**src/rtl/ysyx_23060221_lsu_pkg.sv**
```systemverilog
// Shared definitions for the load/store unit: FSM state encoding,
// funct3 access-size constants and the alignment rule.
package ysyx_23060221_lsu_pkg;

    typedef enum logic [1:0] {
        IDLE = 2'd0,
        BUS  = 2'd1,
        OUT  = 2'd2
    } lsu_state_t;

    localparam logic [2:0] F3_B  = 3'b000;
    localparam logic [2:0] F3_H  = 3'b001;
    localparam logic [2:0] F3_W  = 3'b010;
    localparam logic [2:0] F3_BU = 3'b100;
    localparam logic [2:0] F3_HU = 3'b101;

    localparam logic [1:0] SZ_B = 2'b00;
    localparam logic [1:0] SZ_H = 2'b01;
    localparam logic [1:0] SZ_W = 2'b10;

    // funct3[1:0] carries the access size; bit 2 only selects zero-extension.
    function automatic logic is_misaligned(input logic [2:0] f3, input logic [1:0] offset);
        logic bad;
        case (f3[1:0])
            SZ_B:    bad = 1'b0;
            SZ_H:    bad = offset[0];
            default: bad = (offset != 2'b00);
        endcase
        return bad;
    endfunction

endpackage

```
**src/rtl/ysyx_23060221_lsu_align.sv**
```systemverilog
// Combinational lane logic: store byte-enables and data replication,
// load lane selection with sign/zero extension, and misalignment detection.
module ysyx_23060221_LsuAlign
    import ysyx_23060221_lsu_pkg::*;
(
    input  logic [2:0]  funct3,
    input  logic [1:0]  offset,
    input  logic [31:0] store_data,
    input  logic [31:0] rdata,
    output logic [3:0]  wmask,
    output logic [31:0] wdata,
    output logic [31:0] load_data,
    output logic        misalign
);

    logic [7:0]  byte_sel;
    logic [15:0] half_sel;

    always_comb begin
        wmask = 4'b0000;
        wdata = 32'h0;
        case (funct3[1:0])
            SZ_B: begin
                wmask = 4'b0001 << offset;
                wdata = {4{store_data[7:0]}};
            end
            SZ_H: begin
                wmask = 4'b0011 << offset;
                wdata = {2{store_data[15:0]}};
            end
            default: begin
                wmask = 4'b1111;
                wdata = store_data;
            end
        endcase
    end

    always_comb begin
        byte_sel = rdata[7:0];
        case (offset)
            2'd0: byte_sel = rdata[7:0];
            2'd1: byte_sel = rdata[15:8];
            2'd2: byte_sel = rdata[23:16];
            2'd3: byte_sel = rdata[31:24];
            default: byte_sel = rdata[7:0];
        endcase
        half_sel = offset[1] ? rdata[31:16] : rdata[15:0];
    end

    always_comb begin
        load_data = rdata;
        case (funct3)
            F3_B:    load_data = {{24{byte_sel[7]}}, byte_sel};
            F3_BU:   load_data = {24'h0, byte_sel};
            F3_H:    load_data = {{16{half_sel[15]}}, half_sel};
            F3_HU:   load_data = {16'h0, half_sel};
            default: load_data = rdata;
        endcase
    end

    assign misalign = is_misaligned(funct3, offset);

endmodule

```
**src/rtl/ysyx_23060221_lsu.sv**
```systemverilog
// Load/store stage between execute and writeback: one transaction at a time,
// IDLE accepts, BUS waits for the memory ack, OUT holds the result for writeback.
module ysyx_23060221_lsu
    import ysyx_23060221_lsu_pkg::*;
(
    input  logic        clk,
    input  logic        rst,
    input  logic        EXU_valid,
    output logic        LSU_ready,
    input  logic [31:0] res,
    input  logic [31:0] src2,
    input  logic        mem_ren,
    input  logic        mem_wen,
    input  logic [2:0]  funct3,
    output logic        mem_req,
    output logic        mem_we,
    output logic [31:0] mem_addr,
    output logic [31:0] mem_wdata,
    output logic [3:0]  mem_wmask,
    input  logic        mem_ack,
    input  logic [31:0] mem_rdata,
    output logic        LSU_valid,
    input  logic        WBU_ready,
    output logic [31:0] lsu_out,
    output logic        lsu_err
);

    lsu_state_t  state;
    lsu_state_t  state_next;

    logic [31:0] addr_q;
    logic [31:0] src2_q;
    logic        ren_q;
    logic        wen_q;
    logic [2:0]  funct3_q;

    logic        accept;
    logic        mem_op;
    logic        in_idle;
    logic        in_bus;

    logic [2:0]  align_funct3;
    logic [1:0]  align_offset;
    logic [3:0]  align_wmask;
    logic [31:0] align_wdata;
    logic [31:0] align_load;
    logic        align_misalign;

    assign in_idle   = (state == IDLE);
    assign in_bus    = (state == BUS);
    assign LSU_ready = in_idle;
    assign LSU_valid = (state == OUT);
    assign accept    = EXU_valid & in_idle;
    assign mem_op    = mem_ren | mem_wen;

    // The alignment check must see the incoming request in IDLE; afterwards
    // everything runs from the latched copy so the bus stays stable.
    assign align_funct3 = in_idle ? funct3    : funct3_q;
    assign align_offset = in_idle ? res[1:0]  : addr_q[1:0];

    ysyx_23060221_LsuAlign u_align (
        .funct3     (align_funct3),
        .offset     (align_offset),
        .store_data (src2_q),
        .rdata      (mem_rdata),
        .wmask      (align_wmask),
        .wdata      (align_wdata),
        .load_data  (align_load),
        .misalign   (align_misalign)
    );

    always_ff @(posedge clk or posedge rst) begin
        if (rst) begin
            state <= IDLE;
        end else begin
            state <= state_next;
        end
    end

    always_comb begin
        state_next = state;
        case (state)
            IDLE: begin
                if (accept) begin
                    if (!mem_op || align_misalign) begin
                        state_next = OUT;
                    end else begin
                        state_next = BUS;
                    end
                end
            end
            BUS: begin
                if (mem_ack) begin
                    state_next = OUT;
                end
            end
            OUT: begin
                if (WBU_ready) begin
                    state_next = IDLE;
                end
            end
            default: state_next = IDLE;
        endcase
    end

    always_ff @(posedge clk or posedge rst) begin
        if (rst) begin
            addr_q   <= 32'h0;
            src2_q   <= 32'h0;
            ren_q    <= 1'b0;
            wen_q    <= 1'b0;
            funct3_q <= 3'b000;
            lsu_out  <= 32'h0;
            lsu_err  <= 1'b0;
        end else if (accept) begin
            addr_q   <= res;
            src2_q   <= src2;
            ren_q    <= mem_ren;
            wen_q    <= mem_wen;
            funct3_q <= funct3;
            lsu_err  <= 1'b0;
            if (!mem_op) begin
                lsu_out <= res;
            end else if (align_misalign) begin
                lsu_out <= 32'h0;
                lsu_err <= 1'b1;
            end
        end else if (in_bus && mem_ack) begin
            // A set write enable wins over read enable, so such ops report 0.
            lsu_out <= (ren_q && !wen_q) ? align_load : 32'h0;
        end
    end

    assign mem_req   = in_bus;
    assign mem_we    = in_bus & wen_q;
    assign mem_addr  = {addr_q[31:2], 2'b00};
    assign mem_wdata = align_wdata;
    assign mem_wmask = (in_bus && wen_q) ? align_wmask : 4'b0000;

endmodule

```
**config.mk**
```make
export PLATFORM = sky130hd
export DESIGN_NAME = ysyx_23060221_lsu
export DESIGN_NICKNAME = d
export VERILOG_FILES = /design/src/rtl/ysyx_23060221_lsu_pkg.sv /design/src/rtl/ysyx_23060221_lsu_align.sv /design/src/rtl/ysyx_23060221_lsu.sv
export SDC_FILE = /design/constraint.sdc
export NUM_CORES = 1
export LEC_CHECK = 0
export BUFFER_PORTS_ARGS = -buffer_cell sky130_fd_sc_hd__buf_2
export CORE_UTILIZATION = 45
export DETAILED_ROUTE_END_ITERATION = 16
export GPL_ROUTABILITY_DRIVEN = 0
export PLACE_DENSITY = 0.77
export SLEW_MARGIN = 25
export SYNTH_ARGS = -nofsm -noshare
export SYNTH_HDL_FRONTEND = slang
export SYNTH_SLANG_ARGS = --single-unit
```
**constraint.sdc**
```tcl
create_clock -name clk -period 2.8 [get_ports clk]
set_input_delay 0.28 -clock clk [delete_from_list [all_inputs] [get_ports clk]]
set_output_delay 0.28 -clock clk [all_outputs]
set_load 0.02 [all_outputs]
```
# == Word-level counts from Yosys, hierarchy flattened ==
# Cells that the tools add are included.
# op_classes
n_eq_ne,13
div,0
n_bitwise,3
n_mul,0
n_mux,21
shift,2
reduce_logical,14
addsub,0
n_lt_le_gt_ge,0
# op_table
cell,count
$mux 32,5
$pmux 32 s4,1
$pmux 32 s2,1
$pmux 8 s4,1
$mux 16,1
$mux 2,5
$pmux 4 s2,1
$eq 2x1->1 const B,3
$eq 2x2->1 const B,3
$eq 3x3->1 const B,2
$logic_not 2->1,3
$pmux 2 s3,1
$mux 4,1
$ne 2x2->1 const B,2
$reduce_bool 2->1,2
$shl 1x2->4 const A,1
$shl 2x2->4 const A,1
$eq 3x1->1 const B,1
$logic_and 1x1->1,3
$logic_not 3->1,1
$mux 3,1
$ne 3x2->1 const B,1
$reduce_and 3->1,1
$and 1x1->1,2
7 further kinds,9
# word_totals
input_bits,106
latchBits,0
wordCells,61
ram_bits,0
rom_bits,0
ff_bits,104
memories,0
out_inout_bits,105

# == Depth between registers and ports, before layout ==
# Gate-level depths: netlist of the first run.
# depth
depth_word,8
depth_mapped,10

# == By module ==
# From an unflattened synthesis of the first run, not the netlist that was laid out.
# unflattened
cells_unflattened,740
area_unflattened_um2,6197.2
# by_module_without_submodules
module,seq_area_each_um2,instances,cells_per_inst,area_each_um2
ysyx_23060221_lsu,2602.5,1,544,4869.7
ysyx_23060221_LsuAlign,0.0,1,196,1327.5

# == Least setup slack after synthesis of the first run ==
# Ideal clock, no wire load.
# synth_timing
path_type,reg2out
startpoint,register state[0]
endpoint,output port mem_wdata[24]
required_ps,2520
setup_slack_ps,387
stages_incl_launch_ff,8
arrival_time_ps,2133
path_cell_list,dfrtp_1 > or2_1 > buf_6 > clkinv_8 > mux2i_1 > buf_1 > mux2i_1 > o21ai_0
# synth_via
elab_chain_len,4
elab_cells_between_ends,5
# synth_lines
item,line_no,source
start: declaration,ysyx_23060221_lsu.sv:28,lsu_state_t state;
start signal: assignment,ysyx_23060221_lsu.sv:76,state <= state_next;
$logic_not 2->1 *,ysyx_23060221_lsu.sv:49,assign in_idle = (state == IDLE);
net LSU_ready,ysyx_23060221_lsu.sv:9,"output logic LSU_ready,"
$mux 3 *,ysyx_23060221_lsu.sv:58,assign align_funct3 = in_idle ? funct3 : funct3_q;
$eq 2x1->1 or $logic_not 2->1 (tied branches),ysyx_23060221_lsu_align.sv:22,case (funct3[1:0])
$pmux 32 s2 *,ysyx_23060221_lsu_align.sv:22,
end: declaration,ysyx_23060221_lsu.sv:18,"output logic [31:0] mem_wdata,"
# The timed path passes the listed nets; every way through them passes the cells marked *.

# == Final worst setup path of the first run ==
# layout_timing
startpoint,register state[1]
endpoint,output port mem_wdata[18]
# layout_via
elab_chain_len,4
elab_cells_between_ends,5
# layout_lines
item,line_no
$logic_not 2->1 *,ysyx_23060221_lsu.sv:49
$mux 3 *,ysyx_23060221_lsu.sv:58
$eq 2x1->1 or $logic_not 2->1 (tied branches),ysyx_23060221_lsu_align.sv:22
$pmux 32 s2 *,ysyx_23060221_lsu_align.sv:22
# Mark *: on every way between the ends. The rest lies on a longest branch, timed or not.

==> results.md, run 1 <==
* Worst Slack Setup Final at around 0.22 ns
* Port Buffers at 208
* Core Util, Final at a little under three fifths
* TritonCTS Buffers at 9
* Synth unique cells at 45
* ANT cells at 0
* R2R Path Start: state[1]$_DFFE_PP0P_
* Via-to-Cell Ratio at about 5.4
* Final hold violation count at 0
* Leak Pwr at 3.631 nW
* Cells after synthesis at between 600 and 700
* Clock Latency Late Sink at approximately 0.35 ns
* Worst Setup EP: mem_wdata[18]
* Switch share at slightly below 50%
* Total chip power at 9.292 mW
* Min Tclk post-route at 2.579 ns
* Ys async rst share at 100.0%
* CP Class: register to output pin
* Fin. max-slew vios at 0
* DP Cell Count at 957
* Multi-input gate area at 2442 um^2
* First-pass GRT wire length at 26140 um
* Die area at approximately 13000 um^2
* Peak VDD IR at between 0.8 and 0.9 mV
* Psw at ~4.5 mW
* Hold Path Class: input port to asynchronous set/reset pin
* Fillers at 1058
* Seq pwr share at 29.4%
* Share of cells above drive strength 1 at about a third
* Site Rows at 40
* Initial detailed-routing violation count at approximately 300
* CTS sink count at around 100
* Final Cycle Share at 92.10%
* I/O pins at 211
* WHS at 0.05972 ns
* Worst-path clk slew at 0.08 ns
* Post-CTS Setup Inserts at 0
* Initial Utilization at 46.12%
* DRT antenna net count at 0
* Most frequent cells in the layout: 246 x nand2_1, 208 x buf_2, 104 x dfrtp_1
* CORE AREA at 11960 um^2
* CTS Buffer Depth at 2
* GR Overflow Total at 0
* Fin cells at 973
* DRT Wirelength at 16830 um
* Initial antenna violation count at 0
* Vias at about 5.3k
* Sequential-to-total area share from yosys stat at 47.18%
* Internal power at 4.818 mW
* Syn. warnings at 0
* Syn Std Cell Area at between 5000 and 6000 um^2
* Drt pass-1 iters at 7
* Area growth syn-to-layout at 23.23%
* Worst-Margin Slew at 0.7731 ns
* Synth Area per Inst at 8.371 um^2
* Status: completed
* Origin of the worst setup path: state[1]$_DFFE_PP0P_
* F_max at 387.8 MHz
* Clock share of power at between 10 and 15%
* Number of enable flip-flop cells after synthesis at 0
* Largest net degree at the start of global routing at roughly 110
* WL per Instance at 17.30 um
* Startpoint Class: register
* RSZ-0062 raised after global routing: no
* Die Ht at 112.7 um
* Total global-route track usage at 26.57%
* CTS tree: built
* Setup Skew at 0.01114 ns
* Top cell type's share of synthesized area at 47.18%
* #FFs+latches synth at 104
* Vias in the first global route at 5078
* R2r endpoint: lsu_out[24]$_DFFE_PP0P_
* WP data required at 2.52 ns
* Most common cell after layout, fill and taps aside: nand2_1
* Placed cell areas at 6470 um^2
* Post-route DRC at 0
* CP Capture Type: output pin
* Nets at about 930
* Worst R2R Path Depth at 8
* Die width at about 110 um
* Post-synth top flop: dfrtp_1
* Setup violators final at 0
* Worst Path Arrival at between 2 and 2.5 ns
* HPWL after DPL at about 12000 um
* Worst rel slew slack at 48.46%
* Worst-path maximum fanout at 39
* Top cells by area, synth: dfrtp_1 47%, nand2_1 17%, buf_4 5.7%, o21ai_0 3.5%, a21oi_1 3.4%
* Power Dens Cells at 1367 nW/um^2
* Root Buffer: clkbuf_16
* Comb pwr share at roughly 56%
* Design Area, Final at 6798 um^2
* Place WS at -0.03403 ns
* Max cap viols at 0
* CTS HTree Levels at 3
* R2r setup slk at 0.32 ns
* Largest area contributor in the netlist: dfrtp_1
* Post-Route Setup TNS at 0 ns
* Sequential Area at 2603 um^2
[state kept, by name (all words and copies together) (netlist names)]
name,cells
wen_q,1
lsu_out,32
addr_q,32
src2_q,32
funct3_q,3
state,2
lsu_err,1
ren_q,1
[cells in the mapped netlist, types with 2 or more instances]
cell type,instances
clkbuf_1,28
dfrtp_1,104
nor2_1,28
a22oi_1,16
a211oi_1,2
mux2i_1,19
o21ai_1,14
nor4_1,2
nand2b_1,2
o21a_1,2
nand3b_1,2
nand3_1,3
a32oi_1,7
o31a_1,2
o21ai_0,39
inv_1,5
buf_6,4
nor3b_1,2
o221ai_1,8
a21oi_1,38
nor3b_2,2
buf_2,2
mux2_2,11
buf_4,42
o211ai_1,8
and2_1,2
nand2_1,247
[logic make-up (layout without fill, tap and decap cells)]
logic type             after synthesis  after routing  synth area share [%]
AO/OA/AOI/OAI                      142            142                 15.74
buffers and inverters               83            249                 9.322
flip-flops                         104            104                 47.18
multiplexers                        31             31                 5.965
other                                1              2               0.06798
AND/OR/NAND/NOR                    298            298                 21.73
[per-layer routing]
metal | up-vias | share of wire [%] | track usage (%)
li1 | 2497 | - | -
met1 | 2493 | 41 | 33.15
met2 | 260 | 48 | 45.39
met3 | 36 | 8.0 | 5.356
met4 | 0 | 2.7 | 10.40
met5 | - | 0 | 0
[worst min-delay path by stage]
stage | startpoint | endpoint | slack (ns) | cells after the start
6_report | rst | lsu_out[31]$_DFFE_PP0P_ | 0.06 | 3
5_1_grt | rst | addr_q[31]$_DFFE_PP0P_ | 0.12 | 3
4_1_cts | src2[4] | src2_q[4]$_DFFE_PP0P_ | 0.11 | 3
3_5_place_dp | addr_q[14]$_DFFE_PP0P_ | addr_q[14]$_DFFE_PP0P_ | 0.46 | 2
3_3_place_gp | addr_q[10]$_DFFE_PP0P_ | addr_q[10]$_DFFE_PP0P_ | 0.45 | 2
2_1_floorplan | res[0] | addr_q[0]$_DFFE_PP0P_ | 0.39 | 2
[power groups by stage]
stage          Sequential, mW  Combinational, mW  Clock (mW)
2_1_floorplan            2.89               3.63           0
3_3_place_gp             2.74               5.09           0
3_5_place_dp             2.75               5.16           0
4_1_cts                  2.73               5.19        1.39
5_1_grt                  2.81               5.66        1.44
6_report                 2.73               5.19        1.37
[critical path: stages, from the launching register on]
cell	delay (ns)
dfrtp_1	0.46
or2_4	0.32
clkinv_8	0.10
mux2i_4	0.23
buf_4	0.38
nand2_1	0.18
nand2_1	0.10
buf_2	0.16
[cell type report]
class	count	area share [%]
inverters	6	0.5706
clock inverters	6	1.362
multi-input cells	473	35.93
repair buffers	227	17.78
clock buffers	10	3.368
flip-flops and latches	104	38.28
well taps	147	2.706
[timing repair]
action	in CTS	in global routing
gates resized for setup	1	1
pin swaps	0	0
setup endpoints to repair	1	9
hold endpoints to repair	0	0
hold buffers	0	0
No activity file was read; power rests on OpenSTA's default activity.
==> run 2, diff against run 1 <==
--- a/config.mk
+++ b/config.mk
@@ -5,11 +5,12 @@
 export SDC_FILE = /design/constraint.sdc
 export NUM_CORES = 1
 export LEC_CHECK = 0
+export ABC_AREA = 1
 export BUFFER_PORTS_ARGS = -buffer_cell sky130_fd_sc_hd__buf_2
-export CORE_UTILIZATION = 45
+export CORE_UTILIZATION = 46
 export DETAILED_ROUTE_END_ITERATION = 16
 export GPL_ROUTABILITY_DRIVEN = 0
-export PLACE_DENSITY = 0.77
+export PLACE_DENSITY = 0.78
 export SLEW_MARGIN = 25
 export SYNTH_ARGS = -nofsm -noshare
 export SYNTH_HDL_FRONTEND = slang
==> results.md, run 2 <==
* Status: completed
* DP Cell Count at 1098 (+15%)
* Vias at 5568 (+5.3%)
* Slowest Stage Delay on Critical Path at 0.43 ns (-0.03 ns)
* Via-to-Cell Ratio at 4.967 (-8.6%)
* Largest area contributor in the netlist: dfrtp_1
* CP Capture Type: output pin
* Post-synth top flop: dfrtp_1
* Post-route DRC at 0 (unchanged)
* Die width at 115.7 um (+2.7%)
* DRT Wirelength at 16800 um (-0.17%)
* Min Tclk post-route at 2.629 ns (+0.05058 ns)
* Synth Area per Inst at 7.533 um^2 (-10%)
* Synth unique cells at 28 (-38%)
* Fin. max-slew vios at 0 (unchanged)
* Setup violators final at 0 (unchanged)
* Ys async rst share at 100.0% (unchanged)
* Worst rel slew slack at 49.87% (+1.4 points)
* DRT antenna net count at 0 (unchanged)
* Core Util, Final at 56.42% (-0.41 points)
* Top cell type's share of synthesized area at 43.73% (-3.4 points)
* Leak Pwr at 3.812 nW (+5.0%)
* First-pass GRT wire length at 25700 um (-1.7%)
* Port Buffers at 208 (unchanged)
* CTS sink count at 104 (unchanged)
* Peak VDD IR at 0.9075 mV (+12%)
* Share of cells above drive strength 1 at 33.51% (+0.82 points)
* Syn Std Cell Area at 5951 um^2 (+7.9%)
* WP data required at 2.52 ns (about the same)
* Synth top cells by count: 210 x nand2_1, 104 x dfrtp_1, 95 x inv_1
* CTS Buffer Depth at 2 (unchanged)
* Sequential-to-total area share from yosys stat at 43.73% (-3.4 points)
* Hold Path Class: input port to asynchronous set/reset pin
* F_max at 380.3 MHz (-1.9%)
* CP cell instances: nor2_4, nand2_1, o21ai_4, nand2_1, clkinvlp_4, buf_4, nand2_1, o21ai_0, buf_2
* Slowest-stage cell, CP: dfrtp_1
* R2r setup slk at 0.57 ns (+0.25 ns)
* Fillers at 1252 (+18%)
* Vias in the first global route at 5165 (+1.7%)
* Worst-path clk slew at 0.07 ns (about the same)
* RSZ-0062 raised after global routing: no
* Clock Latency Late Sink at 0.35 ns (about the same)
* Post-Route Setup TNS at 0 ns (unchanged)
* Top cells by area, synth: dfrtp_1 44%, nand2_1 13%, o21ai_0 7.3%, inv_1 6.0%, buf_4 5.2%
* Final Cycle Share at 93.91% (+1.8 points)
* Buf/Inv on CP at 3 (unchanged)
* Syn. warnings at 0 (unchanged)
* Most frequent cells in the layout: 208 x nand2_1, 208 x buf_2, 104 x dfrtp_1
* Max cap viols at 0 (unchanged)
* CP Class: register to output pin
* Worst-Margin Slew at 0.7512 ns (-0.02186 ns)
* Area growth syn-to-layout at 19.66%
* Top delay family on crit path: simple AND/OR/NAND/NOR gates
* Hold Buf Count CTS at 0 (unchanged)
* Multi-input gate area at 2482 um^2 (+1.6%)
* Initial detailed-routing violation count at 333 (+10%)
* Sequential Area at 2603 um^2 (unchanged)
* Initial antenna violation count at 0 (unchanged)
* Cells after synthesis at 790 (+20%)
* Regs by FF count: addr_q (32), lsu_out (32), src2_q (32)
* Fin cells at 1121 (+15%)
* Die Ht at 115.7 um (+2.7%)
* CORE AREA at 12620 um^2 (+5.5%)
* Power Dens Cells at 1396 nW/um^2 (+2.1%)
* HPWL after DPL at 12310 um (+1.2%)
* Final hold violation count at 0 (unchanged)
* Total global-route track usage at 25.18% (-1.4 points)
* GR Overflow Total at 0 (unchanged)
* Root Buffer: clkbuf_16
* Worst Slack Setup Final at 0.1705 ns (-0.05058 ns)
* Most common cell in the synthesized netlist: nand2_1
* Worst Path Arrival at 2.35 ns (+0.05 ns)
* CP dominant cell by count: nand2_1
* Setup Skew at 0.008743 ns (-0.002400 ns)
* CTS tree: built
* Nets at 1050 (+13%)
* Die area at 13390 um^2 (+5.4%)
* Startpoint Class: register
* Initial Utilization at 47.15% (+1.0 points)
* TritonCTS Buffers at 9 (unchanged)
* CTS HTree Levels at 3 (unchanged)
* WL per Instance at 14.99 um (-13%)
* I/O pins at 211 (unchanged)
* #FFs+latches synth at 104 (unchanged)
* ANT cells at 0 (unchanged)
* Drt pass-1 iters at 7 (unchanged)
* Number of enable flip-flop cells after synthesis at 0 (unchanged)
* Largest net degree at the start of global routing at 80 (-24%)
* Worst-path maximum fanout at 13 (-67%)
* Site Rows at 41 (+2.5%)
* Place WS at 0.4405 ns (+0.4745 ns)
==> run 2: cell count changes after synthesis, moves of 16 or more <==
| cell | change |
|---|---|
| inv_1 | +90 |
| a22oi_1 | -16 |
| a21oi_2 | +29 |
| nand2_1 | -37 |
| o21ai_0 | +48 |
| nor3_1 | +28 |
| nor2_2 | +30 |
| mux2i_1 | -19 |
==> run 2: worst register-to-register path, cell delays in order, from the launching register on <==
cell,delay (ns)
dfrtp_1,0.43
nor2_4,0.18
buf_4,0.20
nand2_2,0.08
nand2_2,0.35
nand2_1,0.15
nand3_1,0.10
nand2_1,0.08
nand2_1,0.11
nand2_2,0.22
nand2_1,0.17
a21oi_2,0.06
==> run 2: kinds of logic after synthesis <==
logic type | share of synthesized area [%]
other cells | 0.06302
compound gates | 17.07
flops | 43.73
simple gates | 24.01
buf+inv | 15.12
==> run 2: where the power goes <==
group / switching [mW] / internal (mW)
registers: 0.462 / 2.26
logic: 4.12 / 1.89
clock network: 0.568 / 0.649
total: 5.14 / 4.80
==> run 2: area by class of cell <==
class,instances,share of cell area (%)
Inverter,96,5.201
Timing Repair Buffer,223,16.38
Clock buffer,11,3.549
Multi-Input combinational cell,510,34.86
Tap cell,172,3.022
Clock inverter,5,0.4393
Sequential cell,104,36.55
==> run 2: repair_timing <==
action,CTS,global route
setup endpoints to repair,0,18
buffers inserted,0,6
gates resized for setup,0,2
==> run 2: worst paths after layout <==
check                      cells after the start                    from                      end
hold reg to reg                                2  addr_q[13]$_DFFE_PP0P_   addr_q[13]$_DFFE_PP0P_
hold / removal                                 2                     rst   addr_q[18]$_DFFE_PP0P_
setup / recovery                               9    state[1]$_DFFE_PP0P_            mem_wdata[12]
min in group clk                               3                 src2[3]    src2_q[3]$_DFFE_PP0P_
setup reg to reg                              11    state[1]$_DFFE_PP0P_  lsu_out[26]$_DFFE_PP0P_
max in group asynchronous                      3                     rst   src2_q[27]$_DFFE_PP0P_
==> run 2: routing by layer <==
layer | GRT usage [%] | share of wire (%) | vias to the layer above
li1 | - | - | 2753
met1 | 30.62 | 40 | 2517
met2 | 42.28 | 46 | 267
met3 | 6.538 | 10 | 31
met4 | 10.94 | 3.0 | 0
met5 | 0 | 0 | -
==> run 2: stage by stage <==
stage          hold WS [ns]  cell area [um^2]  power [mW]
2_1_floorplan        0.3663              5958       7.334
3_3_place_gp         0.4058              6777       8.466
3_5_place_dp         0.4094              6777       8.579
4_1_cts             0.02670              7061       9.824
5_1_grt             0.05302              7121       10.71
6_report            0.01555              7121       9.941
